`src/rtl/dmem_pkg.sv`:
```
// dmem_pkg: shared constants and types for the data-memory arbiter, its
// request checker and data_memory itself.
//   OPC_*          : opcodes understood by data_memory (NOP = idle bus)
//   F3_*           : RV32I load/store fun3 encodings
//   memory_op_type : memory operation kind, shared with data_memory
//   arb_state_t    : arbiter sequencer states
package dmem_pkg;
    localparam logic [6:0] OPC_LOAD  = 7'b0000011;
    localparam logic [6:0] OPC_STORE = 7'b0100011;
    localparam logic [6:0] OPC_NOP   = 7'b0000000;
    localparam logic [2:0] F3_B  = 3'b000;
    localparam logic [2:0] F3_H  = 3'b001;
    localparam logic [2:0] F3_W  = 3'b010;
    localparam logic [2:0] F3_BU = 3'b100;
    localparam logic [2:0] F3_HU = 3'b101;
    typedef enum logic [1:0] {MEM_NOP, MEM_LOAD, MEM_STORE} memory_op_type;
    typedef enum logic [1:0] {IDLE, ACCESS, RESP} arb_state_t;
endpackage

```
`src/rtl/dmem_req_check.sv`:
```
// dmem_req_check: combinational legality check of one load/store request.
//   we    in  : 1 = store, 0 = load
//   addr  in  : byte address
//   fun3  in  : RV32I load/store fun3
//   legal out : request is a supported fun3, naturally aligned and in range
module dmem_req_check
    import dmem_pkg::*;
#(
    parameter int SIZE = 1024
) (
    input  logic        we,
    input  logic [31:0] addr,
    input  logic [2:0]  fun3,
    output logic        legal
);
    logic fun3_ok;
    logic align_ok;
    logic range_ok;

    // Stores have no unsigned variants; loads accept BU/HU as well.
    assign fun3_ok  = (fun3 == F3_B) || (fun3 == F3_H) || (fun3 == F3_W) ||
                      (!we && (fun3 == F3_BU || fun3 == F3_HU));
    assign align_ok = (fun3 == F3_W) ? (addr[1:0] == 2'b00) :
                      (fun3 == F3_H || fun3 == F3_HU) ? !addr[0] : 1'b1;
    assign range_ok = addr < 32'(4 * SIZE);
    assign legal    = fun3_ok && align_ok && range_ok;
endmodule

```
`src/rtl/dmem_arbiter.sv`:
```
// dmem_arbiter: two-port round-robin arbiter and sequencer for data_memory.
//   clk, reset_n          : clock, asynchronous active-low reset
//   req_valid/ready/we    : per-port request handshake and direction
//   req_addr*/fun3_*/wdata*: per-port request payload
//   resp_valid/err/rdata  : registered one-cycle response to the granted port
//   mem_*                 : command bus to data_memory, mem_rdata its data_out
module dmem_arbiter
    import dmem_pkg::*;
#(
    parameter int SIZE = 1024
) (
    input  logic        clk,
    input  logic        reset_n,
    input  logic [1:0]  req_valid,
    output logic [1:0]  req_ready,
    input  logic [1:0]  req_we,
    input  logic [31:0] req_addr0,
    input  logic [31:0] req_addr1,
    input  logic [2:0]  req_fun3_0,
    input  logic [2:0]  req_fun3_1,
    input  logic [31:0] req_wdata0,
    input  logic [31:0] req_wdata1,
    output logic [1:0]  resp_valid,
    output logic        resp_err,
    output logic [31:0] resp_rdata,
    output logic        mem_write,
    output logic        mem_read,
    output logic [31:0] mem_addr,
    output logic [2:0]  mem_fun3,
    output logic [6:0]  mem_opcode,
    output logic [31:0] mem_wdata,
    input  logic [31:0] mem_rdata
);
    arb_state_t  state_q, state_d;
    logic        last_grant_q, last_grant_d;
    logic        grant_q, grant_d;
    logic        we_q, we_d;
    logic        err_q, err_d;
    logic [31:0] addr_q, addr_d;
    logic [31:0] wdata_q, wdata_d;
    logic [31:0] rdata_q, rdata_d;
    logic [2:0]  fun3_q, fun3_d;

    logic        sel;
    logic        hs;
    logic        sel_we;
    logic [31:0] sel_addr;
    logic [31:0] sel_wdata;
    logic [2:0]  sel_fun3;
    logic        legal;

    // On a tie the port not granted last wins; otherwise the lone valid port.
    always_comb begin
        sel       = (req_valid == 2'b11) ? ~last_grant_q : req_valid[1];
        hs        = (state_q == IDLE) && (|req_valid);
        sel_we    = req_we[sel];
        sel_addr  = sel ? req_addr1 : req_addr0;
        sel_fun3  = sel ? req_fun3_1 : req_fun3_0;
        sel_wdata = sel ? req_wdata1 : req_wdata0;
    end

    dmem_req_check #(.SIZE(SIZE)) u_check (
        .we    (sel_we),
        .addr  (sel_addr),
        .fun3  (sel_fun3),
        .legal (legal)
    );

    always_ff @(posedge clk or negedge reset_n) begin
        if (!reset_n) begin
            state_q      <= IDLE;
            last_grant_q <= 1'b1;
            grant_q      <= 1'b0;
            we_q         <= 1'b0;
            err_q        <= 1'b0;
            addr_q       <= '0;
            wdata_q      <= '0;
            rdata_q      <= '0;
            fun3_q       <= '0;
        end else begin
            state_q      <= state_d;
            last_grant_q <= last_grant_d;
            grant_q      <= grant_d;
            we_q         <= we_d;
            err_q        <= err_d;
            addr_q       <= addr_d;
            wdata_q      <= wdata_d;
            rdata_q      <= rdata_d;
            fun3_q       <= fun3_d;
        end
    end

    // Illegal requests skip ACCESS so data_memory never sees them.
    always_comb begin
        state_d = (state_q == IDLE)   ? (hs ? (legal ? ACCESS : RESP) : IDLE) :
                  (state_q == ACCESS) ? RESP : IDLE;
    end

    always_comb begin
        grant_d      = hs ? sel : grant_q;
        we_d         = hs ? sel_we : we_q;
        addr_d       = hs ? sel_addr : addr_q;
        fun3_d       = hs ? sel_fun3 : fun3_q;
        wdata_d      = hs ? sel_wdata : wdata_q;
        err_d        = hs ? !legal : err_q;
        rdata_d      = hs ? 32'd0 : (state_q == ACCESS) ? (we_q ? 32'd0 : mem_rdata) : rdata_q;
        last_grant_d = (state_q == RESP) ? grant_q : last_grant_q;
    end

    always_comb begin
        req_ready  = hs ? (sel ? 2'b10 : 2'b01) : 2'b00;
        mem_write  = (state_q == ACCESS) && we_q;
        mem_read   = (state_q == ACCESS) && !we_q;
        mem_addr   = (state_q == ACCESS) ? addr_q : 32'd0;
        mem_fun3   = (state_q == ACCESS) ? fun3_q : 3'd0;
        mem_wdata  = (state_q == ACCESS) ? wdata_q : 32'd0;
        mem_opcode = (state_q == ACCESS) ? (we_q ? OPC_STORE : OPC_LOAD) : OPC_NOP;
        resp_valid = (state_q == RESP) ? (grant_q ? 2'b10 : 2'b01) : 2'b00;
        resp_err   = (state_q == RESP) && err_q;
        resp_rdata = (state_q == RESP) ? rdata_q : 32'd0;
    end
endmodule
```
`config.mk`:
```
export PLATFORM = sky130hd
export DESIGN_NAME = dmem_arbiter
export DESIGN_NICKNAME = d
export VERILOG_FILES = /design/src/rtl/dmem_pkg.sv /design/src/rtl/dmem_req_check.sv /design/src/rtl/dmem_arbiter.sv
export SDC_FILE = /design/constraint.sdc
export NUM_CORES = 1
export LEC_CHECK = 0
export CAP_MARGIN = 20
export CORE_MARGIN = 8
export CORE_UTILIZATION = 39
export CTS_CLUSTER_DIAMETER = 40
export DETAILED_ROUTE_END_ITERATION = 12
export PLACE_DENSITY_LB_ADDON = 0.05
export REMOVE_ABC_BUFFERS = 1
export SYNTH_ARGS = -nofsm -noshare
export SYNTH_HDL_FRONTEND = slang
export SYNTH_SLANG_ARGS = --single-unit
export TNS_END_PERCENT = 30
```
`constraint.sdc`:
```
create_clock -name clk -period 1.88 [get_ports clk]
set_input_delay 0.282 -clock clk [delete_from_list [all_inputs] [get_ports clk]]
set_output_delay 0.282 -clock clk [all_outputs]
set_load 0.03 [all_outputs]
```
==> flow_summary.json, run 1 <==
{
  "final_max_slew_viol_count": 0,
  "viasPerCell": 4.90,
  "grt_setup_unrepaired": "true",
  "htree_levels": 3,
  "cts.clk_slew.worst_paths_ps": 70,
  "ys_warn_count": 0,
  "ys_types": 36,
  "fp.coreArea_mm2": 0.0131,
  "slew_headroom_pct": 60.4,
  "grt_pass1_vias": 5329,
  "clk_latency_ps": 350,
  "gp_congestion": 0.821,
  "drt_wl_total_um": 18100,
  "finalCriticalPeriod_ps": 1870,
  "dieWidth_um": 132,
  "wire_per_inst_um": 18.2,
  "area_growth_pct": 65.1,
  "hold_path.class": "in2async",
  "root_buffer": "clkbuf_16",
  "hold_ws_ps": -35.7,
  "ant_nets": 0,
  "max_freq_mhz": 534,
  "leakage_nw": 4.07,
  "final_cell_mix": "clkdlybuf4s50_1, nand2_1, buf_4",
  "startpoint_type": "flop",
  "die_y_um": 132,
  "period_share_pct": 99.6,
  "seqCellArea_mm2": 0.00263,
  "clock-sinks": 105,
  "final_cells": 992,
  "drt_iter0_drc": 241,
  "grt.overflow.total": 0,
  "track_usage_pct": 20.0,
  "grt_first_pass_wirelength_um": 28100,
  "ir_drop_mv": 0.412,
  "start_util_pct": 39.6,
  "vias": 4863,
  "multi_input_area_mm2": 0.00236,
  "status": "finished with violations",
  "drive_gt1_share_pct": 21.2,
  "numCtsBuffers": 9,
  "fp.dieArea_mm2": 0.0173,
  "end_kind": "output pin",
  "pin_count": 285,
  "antenna_cells": 0,
  "utilization_pct": 65.4,
  "critical_path_class": "reg2out",
  "netlist_instances": 534,
  "cts_tree": "done",
  "hold_viol": 19,
  "arrival_ps": 1590,
  "worst-slew-pin-transition_ps": 594,
  "cts_max_path_buffers": 2,
  "final_common_cell": "clkdlybuf4s50_1",
  "portBuffers": 280,
  "finClkSkew_ps": 9.84,
  "synthFlopType": "dfrtp_1",
  "num-nets-final": 983,
  "drv_cap": 0,
  "antenna_found_initial": 0,
  "nFillCells": 1097,
  "dr.pass1.iters": 4,
  "synth_edf_count": 0,
  "rows": 42,
  "crit_fanout": 7,
  "required_ps": 1600,
  "hpwl_um": 13400,
  "violations": "hold timing",
  "ys_async_sr_fraction_pct": 100,
  "ys_seq_area_share_pct": 50.5,
  "synth-seq-cells": 105,
  "cts_hold_buf": 0,
  "synth.avg_cell_area_um2": 9.75,
  "syn_area_mm2": 0.00521,
  "powerDensity_mw_per_mm2": 707,
  "setup_viol": 0,
  "worstRegToRegCells": 6,
  "place_inst": 965,
  "grt_max_degree": 106,
  "remaining_drc_errors": 0
}
[layout make-up]
type                            count  share of cell area (%)
Multi-Input combinational cell    384                    27.4
Timing Repair Buffer              309                    35.8
Tap cell                          176                    2.56
Clock buffer                        9                    2.62
Clock inverter                      7                   0.830
Inverter                            2                   0.146
Sequential cell                   105                    30.6
[through the flow]
| stage | power (mW) | setup TNS [ps] | instance area [um^2] | setup slack (ps) | hold WS (ps) |
|---|---|---|---|---|---|
| floorplan | 3.40 | -145920 | 4950 | -1980 | -13.6 |
| global placement | 4.12 | -137 | 8050 | -46.7 | 392 |
| detailed placement | 4.17 | -308 | 8050 | -110 | 392 |
| CTS | 6.09 | -218 | 8420 | -26.9 | 30.0 |
| global route | 6.41 | -1110 | 8600 | -52.3 | -14.8 |
| finish | 6.08 | 0 | 8600 | 8.32 | -35.7 |
[sequential cells by signal (all words and copies together) (netlist names)]
name / cells
grant_q: 1
wdata_q: 32
we_q: 1
last_grant_q: 1
fun3_q: 3
err_q: 1
state_q: 2
rdata_q: 32
addr_q: 32
[critical path: stages, from the launching register on]
cell and delay [ps]:
dfrtp_1 420, or2_4 280, nor3_4 270, buf_12 160, buf_8 120
[metal layers]
metal	global-route usage, %	wire (um)
met5	0	0
met4	5.11	193
met3	7.20	1390
met2	35.7	9220
met1	22.1	7280
[Yosys cell counts, types with 2 or more instances]
cell type	n	area (um^2)
nand2_1	111	417
dfrtp_1	104	2600
and2_1	102	638
a22oi_1	42	315
a22o_1	32	280
mux2i_1	25	250
o21ai_0	21	105
buf_2	16	80.1
clkbuf_1	16	60.1
nor4_1	10	62.6
o21ai_1	8	40.0
buf_4	7	52.6
buf_6	6	67.6
nor2_1	6	22.5
nor2b_1	3	18.8
a21oi_1	2	10.0
a31oi_1	2	12.5
inv_1	2	7.51
nand4_1	2	12.5
[worst paths after layout]
path	startpoint	end	slack (ps)
max reg2reg	state_q[0]	rdata_q[20]	210
max in group asynchronous	reset_n	addr_q[10]	1430
min	reset_n	wdata_q[14]	-40
min in group clk	wdata_q[27]	wdata_q[27]	460
max	state_q[0]	req_ready[0]	8
min reg2reg	wdata_q[27]	wdata_q[27]	460
[what timing repair did]
item	CTS	global route
resized for setup	5	16
cloned	2	3
buffers inserted	0	6
endpoints found under the setup margin	35	106
pin swaps	1	2
[logic make-up (layout without fill, tap and decap cells)]
kind of cell           Yosys count  count (layout)  share of synthesized area [%]
AND/OR/NAND/NOR                241             241                           23.5
AO/OA/AOI/OAI                  113             113                           15.6
flip-flops                     105             105                           50.5
buffers and inverters           48             327                           5.24
multiplexers                    26              26                           5.02
other                            1               4                         0.0720
[where the power goes]
part | switching, mW | total (mW) | internal [mW]
Clock | 0.841 | 1.87 | 1.03
Sequential | 0.176 | 2.80 | 2.62
Combinational | 0.654 | 1.41 | 0.759
Power figures use the tool's default switching activity.
==> run 2, diff against run 1 <==
--- a/config.mk
+++ b/config.mk
@@ -6,7 +6,7 @@
 export NUM_CORES = 1
 export LEC_CHECK = 0
 export CAP_MARGIN = 20
-export CORE_MARGIN = 8
+export CORE_MARGIN = 2
 export CORE_UTILIZATION = 39
 export CTS_CLUSTER_DIAMETER = 40
 export DETAILED_ROUTE_END_ITERATION = 12
==> run 2 against run 1 <==
Compared with the run above:
- total power up 6.1%
- largest cell class unchanged
- the run now ends clean
- critical endpoint unchanged
- clock skew decreased by 4.3 ps
- die area decreased by 17%
==> flow_summary.json, run 2 (synthesis results as in run 1) <==
{
  "status": "completed",
  "start_util_pct": 39.6,
  "startpoint": "state_q[0]",
  "setup_viol": 0,
  "critical_path_class": "reg2out",
  "final_max_slew_viol_count": 0,
  "r2r-start": "state_q[0]",
  "ir_drop_mv": 0.399,
  "clock-sinks": 105,
  "die_y_um": 120,
  "utilization_pct": 66.8,
  "root_buffer": "clkbuf_16",
  "arrival_ps": 1560,
  "cp-endpoint": "req_ready[0]",
  "powerDensity_mw_per_mm2": 736,
  "grt_max_degree": 46,
  "remaining_drc_errors": 0,
  "fp.coreArea_mm2": 0.0131,
  "final_cell_mix": "clkdlybuf4s50_1, nand2_1, dfrtp_1",
  "dpl_worst_slack_ps": -58.6,
  "dr.pass1.iters": 6,
  "portBuffers": 280,
  "hpwl_um": 11900,
  "reg2reg_to": "wdata_q[0]",
  "dpl_cell_area_mm2": 0.00801,
  "fin_ws_ps": 37.2,
  "leakage_nw": 4.15,
  "grt.overflow.total": 0,
  "cts_max_path_buffers": 2,
  "hold_path.class": "in2async",
  "worstRegToRegCells": 6,
  "end_kind": "output pin",
  "final_cells": 999,
  "vias": 4942,
  "drv_cap": 0,
  "pin_count": 285,
  "track_usage_pct": 22.7,
  "dieWidth_um": 120,
  "final_common_cell": "clkdlybuf4s50_1",
  "drt_iter0_drc": 189,
  "final_area_mm2": 0.00877,
  "startpoint_type": "flop",
  "finalCriticalPeriod_ps": 1840,
  "area_growth_pct": 68.5,
  "place_inst": 972,
  "required_ps": 1600,
  "grt_pass1_vias": 5106,
  "hold_ws_ps": 433,
  "drive_gt1_share_pct": 22.0,
  "gp_congestion": 0.846,
  "max_freq_mhz": 543,
  "hold_viol": 0,
  "wire_per_inst_um": 16.7,
  "reg2reg_setup_slack_ps": 290,
  "setup_tns_ps": 0,
  "cts.clk_slew.worst_paths_ps": 70,
  "cts_tree": "done",
  "antenna_found_initial": 0,
  "antenna_cells": 0,
  "reg.largest.list": "addr_q: 32 flops, rdata_q: 32 flops, wdata_q: 32 flops",
  "htree_levels": 3,
  "grt_setup_unrepaired": "true",
  "fp.dieArea_mm2": 0.0143,
  "nFillCells": 1100,
  "drt_wl_total_um": 16600,
  "clk_latency_ps": 340,
  "grt_first_pass_wirelength_um": 25500,
  "numCtsBuffers": 9,
  "finalPower_mw": 6.45,
  "ant_nets": 0,
  "rows": 42,
  "num-nets-final": 990,
  "viasPerCell": 4.95,
  "finClkSkew_ps": 5.56,
  "period_share_pct": 98.0,
  "crit_fanout": 11
}
==> run 2: repair_timing <==
item                                    in CTS  in global routing
endpoints found under the hold margin       33                  0
gates resized for setup                      4                 47
pin swaps                                    2                  0
hold buffers                                 1                  0
cloned                                       4                  2
endpoints found under the setup margin      56                105
setup buffers                                3                  1
==> run 2: metal layers <==
layer / vias up / GRT usage, % / share of wire, %
met5: - / 0 / 0
met4: 0 / 7.50 / 2.5
met3: 28 / 6.23 / 8.0
met2: 184 / 40.6 / 50
met1: 2342 / 26.3 / 39
li1: 2388 / - / -
==> run 2: area by class of cell <==
cell class / count / area [um^2] / share of cell area [%]
tap: 176 / 220 / 2.51
clock buffer: 9 / 225 / 2.57
inverter: 2 / 10.0 / 0.114
clock inverter: 7 / 143 / 1.63
sequential: 105 / 2630 / 30.0
multi-input combinational: 384 / 2360 / 27.0
timing repair buffer: 316 / 3180 / 36.3
==> run 2: worst min path at each step <==
stage / start / end / slack (ps) / depth (start not counted)
floorplan: reset_n / addr_q[0] / -10 / 0
global placement: reset_n / addr_q[31] / 280 / 1
detailed placement: reset_n / addr_q[29] / 270 / 1
CTS: reset_n / addr_q[29] / 450 / 2
global route: reset_n / addr_q[29] / 480 / 2
finish: reset_n / addr_q[29] / 430 / 2
==> run 2: critical path, cell delays in order (launching register included) <==
cell and delay [ps]:
dfrtp_2 440, or2_4 280, nor3_4 180, buf_12 180, buf_6 140
==> run 2: report_power, final <==
group / switching, mW / internal (mW)
clock: 0.827 / 1.44
sequential: 0.179 / 2.62
combinational: 0.651 / 0.741
total: 1.66 / 4.80
==> run 3, diff against run 2 <==
--- a/config.mk
+++ b/config.mk
@@ -8,7 +8,7 @@
 export CAP_MARGIN = 20
 export CORE_MARGIN = 2
 export CORE_UTILIZATION = 39
-export CTS_CLUSTER_DIAMETER = 40
+export CTS_CLUSTER_DIAMETER = 50
 export DETAILED_ROUTE_END_ITERATION = 12
 export PLACE_DENSITY_LB_ADDON = 0.05
 export REMOVE_ABC_BUFFERS = 1
==> results of run 3 <==
Same layout as run 2: the final DEF is identical, and so are final timing and power.
